==> src/rtl/coax_tx_predistorter_pkg.sv <==
// Shared definitions for the coax TX pre-distorter.
// Contents:
//   coax_state_e     FSM state encoding (IDLE=0, RUN=1, TAIL=2)
//   CLOCKS_PER_BIT_D default coax bit-cell length in clocks
//   cnt_width()      width of a down-counter that must hold values 0..n (min 1)
package coax_tx_predistorter_pkg;

  typedef enum logic [1:0] {
    ST_IDLE = 2'd0,
    ST_RUN  = 2'd1,
    ST_TAIL = 2'd2
  } coax_state_e;

  localparam int CLOCKS_PER_BIT_D = 8;

  function automatic int cnt_width(input int n);
    int w;
    w = $clog2(n + 1);
    return (w < 1) ? 1 : w;
  endfunction

endpackage

==> src/rtl/coax_tx_predistorter_delay_line.sv <==
// coax_tx_delay_line: shift register with a selectable tap.
// Ports:
//   clk      system clock
//   preset   load every stage with PRESET (has priority over shift)
//   shift    shift d into stage 0, older samples move towards DEPTH-1
//   d        serial input
//   tap_sel  0 selects d itself, k selects the sample shifted in k clocks ago
//   q        selected tap (combinational)
module coax_tx_delay_line #(
  parameter int   DEPTH  = 8,
  parameter logic PRESET = 1'b1
) (
  input  logic                         clk,
  input  logic                         preset,
  input  logic                         shift,
  input  logic                         d,
  input  logic [$clog2(DEPTH+1)-1:0]   tap_sel,
  output logic                         q
);

  localparam int SEL_W = $clog2(DEPTH + 1);

  logic [DEPTH-1:0] line_q;

  genvar gi;
  generate
    for (gi = 0; gi < DEPTH; gi++) begin : g_stage
      always_ff @(posedge clk) begin
        if (preset) begin
          line_q[gi] <= PRESET;
        end else if (shift) begin
          if (gi == 0) begin
            line_q[gi] <= d;
          end else begin
            line_q[gi] <= line_q[gi-1];
          end
        end
      end
    end
  endgenerate

  always_comb begin
    q = d;
    for (int i = 0; i < DEPTH; i++) begin
      if (tap_sel == SEL_W'(i + 1)) begin
        q = line_q[i];
      end
    end
    // Out-of-range selects read the oldest stage rather than wrapping.
    if (tap_sel > SEL_W'(DEPTH)) begin
      q = line_q[DEPTH-1];
    end
  end

endmodule

==> src/rtl/coax_tx_predistorter.sv <==
// coax_tx_predistorter: builds the three coax line-driver signals (data,
// delayed data, inverted data) from the serial TX bitstream, with a
// programmable delay, per-output enables and a post-frame tail hold.
// Ports:
//   clk, reset      clock and synchronous active-high reset
//   active_input    serialiser is driving the line
//   tx_input        serial bit, valid while active_input=1
//   cfg_load        latch cfg_* (only while idle)
//   cfg_delay       tx_delay lag in clocks (clamped to MAX_DELAY_CLOCKS)
//   cfg_delay_en    enable for tx_delay
//   cfg_invert_en   enable for tx_inverted
//   cfg_busy        frame or tail in progress; cfg_load dropped
//   active_output   line-driver enable
//   tx_output       registered data
//   tx_delay        data delayed by the configured number of clocks
//   tx_inverted     inverted data
module coax_tx_predistorter
  import coax_tx_predistorter_pkg::*;
#(
  parameter int CLOCKS_PER_BIT   = CLOCKS_PER_BIT_D,
  parameter int MAX_DELAY_CLOCKS = 8,
  parameter int TAIL_CLOCKS      = 4,
  parameter int DELAY_W          = $clog2(MAX_DELAY_CLOCKS + 1)
) (
  input  logic               clk,
  input  logic               reset,
  input  logic               active_input,
  input  logic               tx_input,
  input  logic               cfg_load,
  input  logic [DELAY_W-1:0] cfg_delay,
  input  logic               cfg_delay_en,
  input  logic               cfg_invert_en,
  output logic               cfg_busy,
  output logic               active_output,
  output logic               tx_output,
  output logic               tx_delay,
  output logic               tx_inverted
);

  localparam int TCNT_W = cnt_width(TAIL_CLOCKS);
  localparam logic [DELAY_W-1:0] DELAY_MAX = DELAY_W'(MAX_DELAY_CLOCKS);
  localparam logic [DELAY_W-1:0] DELAY_RST = DELAY_W'(CLOCKS_PER_BIT / 4);
  localparam logic [TCNT_W-1:0]  TAIL_LOAD = TCNT_W'((TAIL_CLOCKS > 0) ? TAIL_CLOCKS - 1 : 0);

  coax_state_e         state_q, state_d;
  logic [TCNT_W-1:0]   tail_cnt_q, tail_cnt_d;
  logic [DELAY_W-1:0]  delay_q, delay_d;
  logic                delay_en_q, delay_en_d;
  logic                invert_en_q, invert_en_d;
  logic                active_q, active_d;
  logic                tx_out_q, tx_out_d;
  logic                tx_dly_q, tx_dly_d;
  logic                tx_inv_q, tx_inv_d;

  logic                cfg_take;
  logic [DELAY_W-1:0]  cfg_delay_clamped;
  logic [DELAY_W-1:0]  eff_delay;
  logic                eff_delay_en;
  logic                eff_invert_en;
  logic                line_preset_comb;
  logic                line_preset;
  logic                line_shift;
  logic                line_d;
  logic                line_q;

  // A load coinciding with the first active cycle must already shape that
  // cycle's outputs, so the datapath reads the incoming config directly.
  assign cfg_take          = (state_q == ST_IDLE) && cfg_load;
  assign cfg_delay_clamped = (cfg_delay > DELAY_MAX) ? DELAY_MAX : cfg_delay;
  assign eff_delay         = cfg_take ? cfg_delay_clamped : delay_q;
  assign eff_delay_en      = cfg_take ? cfg_delay_en      : delay_en_q;
  assign eff_invert_en     = cfg_take ? cfg_invert_en     : invert_en_q;

  assign line_preset = reset | line_preset_comb;

  coax_tx_delay_line #(
    .DEPTH  (MAX_DELAY_CLOCKS),
    .PRESET (1'b1)
  ) u_delay_line (
    .clk     (clk),
    .preset  (line_preset),
    .shift   (line_shift),
    .d       (line_d),
    .tap_sel (eff_delay),
    .q       (line_q)
  );

  always_comb begin
    state_d          = state_q;
    tail_cnt_d       = tail_cnt_q;
    delay_d          = delay_q;
    delay_en_d       = delay_en_q;
    invert_en_d      = invert_en_q;
    active_d         = 1'b0;
    tx_out_d         = 1'b0;
    tx_dly_d         = 1'b0;
    tx_inv_d         = 1'b0;
    line_preset_comb = 1'b0;
    line_shift       = 1'b0;
    line_d           = tx_out_q;

    if (cfg_take) begin
      delay_d     = cfg_delay_clamped;
      delay_en_d  = cfg_delay_en;
      invert_en_d = cfg_invert_en;
    end

    if (active_input) begin
      // Entering or staying in RUN, including a re-start out of TAIL, which
      // continues the frame without re-presetting the line.
      state_d    = ST_RUN;
      tail_cnt_d = '0;
      active_d   = 1'b1;
      tx_out_d   = tx_input;
      tx_inv_d   = ~tx_input & eff_invert_en;
      tx_dly_d   = line_q & eff_delay_en;
      line_shift = 1'b1;
      line_d     = tx_input;
    end else begin
      unique case (state_q)
        ST_RUN: begin
          if (TAIL_CLOCKS > 0) begin
            state_d    = ST_TAIL;
            tail_cnt_d = TAIL_LOAD;
            active_d   = 1'b1;
            tx_out_d   = tx_out_q;
            tx_inv_d   = tx_inv_q;
            tx_dly_d   = line_q & eff_delay_en;
            line_shift = 1'b1;
          end else begin
            state_d          = ST_IDLE;
            line_preset_comb = 1'b1;
          end
        end
        ST_TAIL: begin
          if (tail_cnt_q == '0) begin
            state_d          = ST_IDLE;
            line_preset_comb = 1'b1;
          end else begin
            // Keep the driver on and drain the delay line with the last bit.
            tail_cnt_d = tail_cnt_q - 1'b1;
            active_d   = 1'b1;
            tx_out_d   = tx_out_q;
            tx_inv_d   = tx_inv_q;
            tx_dly_d   = line_q & eff_delay_en;
            line_shift = 1'b1;
          end
        end
        default: begin
          state_d          = ST_IDLE;
          line_preset_comb = 1'b1;
        end
      endcase
    end
  end

  always_ff @(posedge clk) begin
    if (reset) begin
      state_q     <= ST_IDLE;
      tail_cnt_q  <= '0;
      delay_q     <= DELAY_RST;
      delay_en_q  <= 1'b1;
      invert_en_q <= 1'b1;
      active_q    <= 1'b0;
      tx_out_q    <= 1'b0;
      tx_dly_q    <= 1'b0;
      tx_inv_q    <= 1'b0;
    end else begin
      state_q     <= state_d;
      tail_cnt_q  <= tail_cnt_d;
      delay_q     <= delay_d;
      delay_en_q  <= delay_en_d;
      invert_en_q <= invert_en_d;
      active_q    <= active_d;
      tx_out_q    <= tx_out_d;
      tx_dly_q    <= tx_dly_d;
      tx_inv_q    <= tx_inv_d;
    end
  end

  assign cfg_busy      = (state_q != ST_IDLE);
  assign active_output = active_q;
  assign tx_output     = tx_out_q;
  assign tx_delay      = tx_dly_q;
  assign tx_inverted   = tx_inv_q;

endmodule

==> config.mk <==
export PLATFORM = sky130hd
export DESIGN_NAME = coax_tx_predistorter
export DESIGN_NICKNAME = d
export VERILOG_FILES = /design/src/rtl/coax_tx_predistorter_pkg.sv /design/src/rtl/coax_tx_predistorter_delay_line.sv /design/src/rtl/coax_tx_predistorter.sv
export SDC_FILE = /design/constraint.sdc
export NUM_CORES = 1
export LEC_CHECK = 0
export ABC_AREA = 1
export CORE_MARGIN = 3
export CORE_UTILIZATION = 50
export CTS_CLUSTER_DIAMETER = 150
export DETAILED_ROUTE_END_ITERATION = 7
export PLACE_DENSITY = 0.74
export SETUP_SLACK_MARGIN = 0.2
export SYNTH_ARGS = -nofsm -noshare
export SYNTH_HDL_FRONTEND = slang
export SYNTH_SLANG_ARGS = --single-unit
==> constraint.sdc <==
create_clock -name clk -period 2 [get_ports clk]
set_input_delay 0.4 -clock clk [delete_from_list [all_inputs] [get_ports clk]]
set_output_delay 0.4 -clock clk [all_outputs]
set_load 0.02 [all_outputs]
**After elaboration in Yosys (flattened, before gate mapping)**

Index checks and enable logic that the tools add are counted.

- ROM bits: 0
- Bits in latches: 0
- Bits in writable memories: 0
- Output and inout port bits: 5
- Memories: 0
- Flip-flop bits (word level): 23
- Bits of input ports: 11

- Shift operators: 0
- Add/subtract/negate cells: 1
- Magnitude comparators: 2
- Bitwise gates (word level): 4
- Multiply operators: 0
- Multiplexer cells: 32
- Equal/unequal tests: 14
- Div/mod/pow operators: 0
- Reductions and logical operators: 8

Operators with widths:

| operator | count |
|---|---|
| 2-to-1 mux 1 bit | 22 |
| == test 4 x 3 -> 1 bit, second input constant | 4 |
| == test 4 x 2 -> 1 bit, second input constant | 2 |
| greater-than comparator 4 bit, second input constant | 2 |
| 2-to-1 mux 4 bit | 2 |
| case mux 1 bit (2 select lines) | 4 |
| inequality test 2 bit, second input constant | 3 |
| case mux 3 bit (2 select lines) | 1 |
| == test 4 x 1 -> 1 bit, second input constant | 1 |
| == test 4 bit, second input constant | 1 |
| case mux 2 bit (2 select lines) | 1 |
| AND reduction 2 bit | 2 |
| nonzero test 2 bit | 2 |
| zero test 3 bit | 1 |
| 2-to-1 mux 3 bit | 1 |
| inequality test 3 bit, second input constant | 1 |
| subtractor 3 x 1 -> 3 bit, second input constant | 1 |
| AND 1 bit | 2 |
| == test 2 x 1 -> 1 bit, second input constant | 1 |
| == test 2 bit, second input constant | 1 |
| zero test 2 bit | 1 |
| 2-to-1 mux 2 bit | 1 |
| OR reduction 2 bit | 1 |
| logical AND 1 bit | 1 |
| other kinds (2) | 2 |

**Logic depth before layout (Yosys ltp)**

- Depth in word-level cells: 17
- Mapped depth: 17

**Cells and area by module**

Synthesis repeated with hierarchy kept, for this count alone.

- Cells, all modules: 157
- Area, all modules: 1142.3 µm²

Modules (own cells, without submodules):

| module | instances | sequential area each (µm²) | area an instance (µm²) | cells each |
|---|---|---|---|---|
| coax_tx_predistorter | 1 | 300.3 | 721.9 | 90 |
| coax_tx_delay_line | 1 | 160.2 | 420.4 | 67 |

**Worst setup path before layout**

No wires, ideal clock.

- Kind: register to register
- From: register state_q[0]
- To: register tx_dly_q (netlist: tx_delay)
- Path slack: 0.370 ns
- Period minus slack after synthesis: 1.630 ns
- Setup time: 0.114 ns
- Stages on the path, launching flop included: 15
- Data arrival time: 1.516 ns
- Data required time: 1.886 ns
- Path through: dfxtp_1 inv_1 ha_1 nand2_4 nand2_1 a21oi_4 nand2_1 nand2_1 nand3_1 nand3_1 nand2_1 nand2_1 nand2_1 nand2_1 a21oi_2

- Word-level cells in the longest chain between the ends: 17

Ends and longest elaborated chain:

| element | line | RTL |
|---|---|---|
| start, declared | coax_tx_predistorter.sv:45 | `coax_state_e state_q, state_d;` |
| start signal, assigned | coax_tx_predistorter.sv:169 | `state_q <= state_d;` |
| zero test 2 bit | coax_tx_predistorter.sv:68 | `assign cfg_take = (state_q == ST_IDLE) && cfg_load;` |
| logical AND 1 bit | coax_tx_predistorter.sv:68 |  |
| 2-to-1 mux 4 bit | - |  |
| == test 4 x 1 -> 1 bit | coax_tx_predistorter_delay_line.sv:45 | `if (tap_sel == SEL_W'(i + 1)) begin` |
| 2-to-1 mux 1 bit (8 in series) | coax_tx_predistorter_delay_line.sv:45 |  |
| 2-to-1 mux 1 bit | coax_tx_predistorter_delay_line.sv:50 | `if (tap_sel > SEL_W'(DEPTH)) begin` |
| AND 1 bit | coax_tx_predistorter.sv:116, coax_tx_predistorter.sv:128, coax_tx_predistorter.sv:145 |  |
| 2-to-1 mux 1 bit | coax_tx_predistorter.sv:136 | `if (tail_cnt_q == '0) begin` |
| case mux 1 bit (2 select lines) | coax_tx_predistorter.sv:120 | `unique case (state_q)` |
| 2-to-1 mux 1 bit (*) | coax_tx_predistorter.sv:108 | `if (active_input) begin` |
| end signal, assigned | coax_tx_predistorter.sv:176 | `tx_dly_q <= tx_dly_d;` |
| end, declared | coax_tx_predistorter.sv:52 | `logic tx_dly_q, tx_dly_d;` |

Mark *: on every way between the ends. The rest lies on a longest branch, timed or not.
A chain may end at the register's enable or synchronous reset.

**Worst setup path in the final report**

- From: register tx_out_q (netlist: tx_output)
- To: output tx_output

RTL lines:

| element | line | RTL |
|---|---|---|
| start, declared | coax_tx_predistorter.sv:51 | `logic tx_out_q, tx_out_d;` |
| start signal, assigned | coax_tx_predistorter.sv:175 | `tx_out_q <= tx_out_d;` |
| end, declared | coax_tx_predistorter.sv:35 | `output logic tx_output,` |

No word-level cell between the ends.

==> flow_metrics.py <==
metrics = {
    "run_status": {
        "status": "completed",
    },
    "detailed_routing": {
        "remaining_drc_errors": 0,
        "met2_length_mm": 1.265,
        "drt_iter0_drc": 20,
        "drtPass1Iterations": 4,
        "topRoutingLayerUsed": "met4",
        "vias": 1039,
        "drt-met1-wl_mm": 1.131,
        "ant_nets": 0,
        "vias_per_cell": 4.855,
        "wl_met3_um": 108,
        "routedWlPerCell_um": 11.87,
        "wirelength_mm": 2.541,
    },
    "floorplanning": {
        "num_io_pins": 16,
        "start_util_pct": 53.55,
        "die-area_um2": 3040,
        "rows": 17,
        "die_width_um": 55.14,
        "core_um2": 2255,
        "fp.dieH_um": 55.14,
    },
    "power": {
        "p_leak_nw": 0.7346,
        "p_per_area_nw_per_um2": 635.6,
        "ir_drop_mv": 0.5199,
    },
    "sta": {
        "layout_min_cycle_time_ps": 1714,
        "fmax_mhz": 583.4,
        "fin_ws_ps": 285.9,
        "slew_violations": 0,
        "rsz0062_at_grt": "true",
        "finalHoldViolations": 0,
        "relSlewSlack_pct": 77.25,
        "tightest_slew_ps": 339.9,
        "setup_viol": 0,
        "final.setup_skew_ps": 0.9210,
        "post-route-period-util_pct": 85.70,
    },
    "clocking": {
        "clockRootBuffer": "clkbuf_4",
        "holdBufCountCts": 0,
        "cts.sinks": 23,
        "clk_pin_slew_ps": 130,
        "cts_buffers": 3,
        "cts_max_level": 1,
        "tritoncts": "yes",
        "clock_latency_ps": 310,
        "clk_path_buf_depth": 2,
    },
    "synth": {
        "syn_inst": 158,
        "syn_nets": 174,
        "syn_area_um2": 1207,
        "ys_seq_area_share_pct": 38.13,
        "ys_ff_latch": 23,
        "synth-warning-count": 0,
        "yosysUniqueCellTypes": 25,
        "syn_avg_cell_area_um2": 7.642,
    },
    "final_layout": {
        "nets": 203,
        "final_common_cell": "nand2_1",
        "fillers": 195,
        "fin_util_pct": 68.59,
        "diodes": 0,
        "finalInstanceArea_um2": 1546,
        "syn2layout_area_growth_pct": 28.08,
        "drive_gt1_share_pct": 22.58,
        "layout_common_cells": "nand2_1 (41), inv_1 (21), dfxtp_1 (21)",
    },
    "grt": {
        "grt_remaining_overflow": 0,
        "grt_max_degree": 13,
        "grt_usage_pct": 18.91,
        "grt_first_pass_wirelength_mm": 4.133,
        "grt_pass1_vias": 975,
        "grt_antenna_before_repair": 0,
    },
    "critical_path": {
        "arrival_ps": 1310,
        "crit_family": "buffers and inverters",
        "cpPeakStageDelay_ps": 620,
        "crit_chain": "clkdlybuf4s50_1",
        "crit_path_start_kind": "flip-flop",
        "cp-end-kind": "primary output",
        "crit_slowest_cell": "clkdlybuf4s50_1",
        "crit_type": "flip-flop to primary output",
        "cp_data_required_time_ps": 1600,
        "cp.buffers_inverters": 1,
        "cp_max_fo": 2,
    },
    "place": {
        "hpwl_mm": 2.012,
        "routabilityCongestion": 0.8798,
        "place_area_um2": 1426,
        "dp_slack_ps": -31.72,
        "io_buffers": 15,
    },
    "worst_hold_path": {
        "hp-class": "flip-flop to flip-flop",
    },
    "flow_run": {
        "cap_violations": 0,
    },
}
## flip-flops by register name, summed over array words and instances, names as in the netlist
register / flops
u_delay_line.line_q: 8
invert_en_q: 1
tail_cnt_q: 3
tx_output: 1
state_q: 2
active_output: 1
delay_q: 4
tx_inverted: 1
tx_delay: 1
delay_en_q: 1
## path summary, 6_finish.rpt
path	from	to	slack, ps	depth (start not counted)
worst max-delay path	tx_output$_SDFFE_PP0P_	tx_output	290	1
worst min-delay path	invert_en_q$_SDFF_PP1_	invert_en_q$_SDFF_PP1_	510	2
worst max register to register	state_q[1]$_SDFFE_PP0N_	tx_delay$_SDFF_PP0_	320	15
worst min register to register	invert_en_q$_SDFF_PP1_	invert_en_q$_SDFF_PP1_	510	2
## per-stage QoR
step,std cells,setup TNS [ps],hold slack [ps],power (W)
3_5_place_dp,205,-31.72,481.9,0.0007450
4_1_cts,209,0,505.7,0.0009590
3_3_place_gp,205,0,459.5,0.0007367
6_report,214,0,505.5,0.0009830
2_1_floorplan,158,0,434.0,0.0006680
5_1_grt,214,0,519.7,0.001040
## cell type report
type	count	area, µm²	share of cell area [%]
inverter	27	113.9	7.362
sequential	23	462.9	29.94
tap	28	35.03	2.265
multi-input combinational	107	680.7	44.01
timing repair buffer	25	227.7	14.72
clock buffer	4	26.28	1.699
## cell families (layout without fill, tap and decap cells)
family	Yosys count	count (layout)	share of synthesized area, %
xor gates and xnor gates	1	1	0.7255
DFF	23	23	38.13
muxes	2	2	1.658
AOI/OAI and AO/OA	19	19	11.92
buffers and inverters	28	56	9.120
adders and majority gates	5	5	5.181
and+or+nand+nor	80	80	33.26
## what timing repair did
| item | CTS | global route |
|---|---|---|
| endpoints found under the setup margin | 2 | 9 |
| setup buffers | 0 | 5 |
| gates resized for setup | 3 | 16 |
| pin swaps | 1 | 8 |
## cell usage after synthesis
cell	count	area, µm²
o21ai_0	2	10.01
o31ai_1	2	15.01
xor2_1	1	8.760
a221oi_1	1	8.760
nor2_1	9	33.78
nand2_1	42	157.7
o211ai_1	3	22.52
o21a_1	1	7.510
clkinv_4	1	8.760
inv_2	2	7.510
or2_1	1	6.260
nand3b_1	1	7.510
a21oi_1	6	30.03
mux2i_1	2	20.02
nand2_2	5	31.28
nor2_4	3	33.78
a21oi_2	2	17.52
a21oi_4	2	32.53
clkbuf_1	1	3.750
dfxtp_1	23	460.4
ha_1	5	62.56
inv_1	24	90.09
nand2_4	5	56.30
nand3_2	1	10.01
nand3_1	13	65.06
## where the power goes
part / internal [W] / switching, W / leakage [nW]
Clock: 0.0000780 / 0.000144 / 0.0150
Combinational: 0.000113 / 0.000151 / 0.530
Sequential: 0.000484 / 0.0000142 / 0.190
## per-layer routing
layer / vias to the layer above / track usage, %
li1: 554 / -
met1: 462 / 23.40
met2: 19 / 32.48
met3: 4 / 3.753
met4: 0 / 6.478
met5: - / 0
Power figures use the tool's default switching activity.
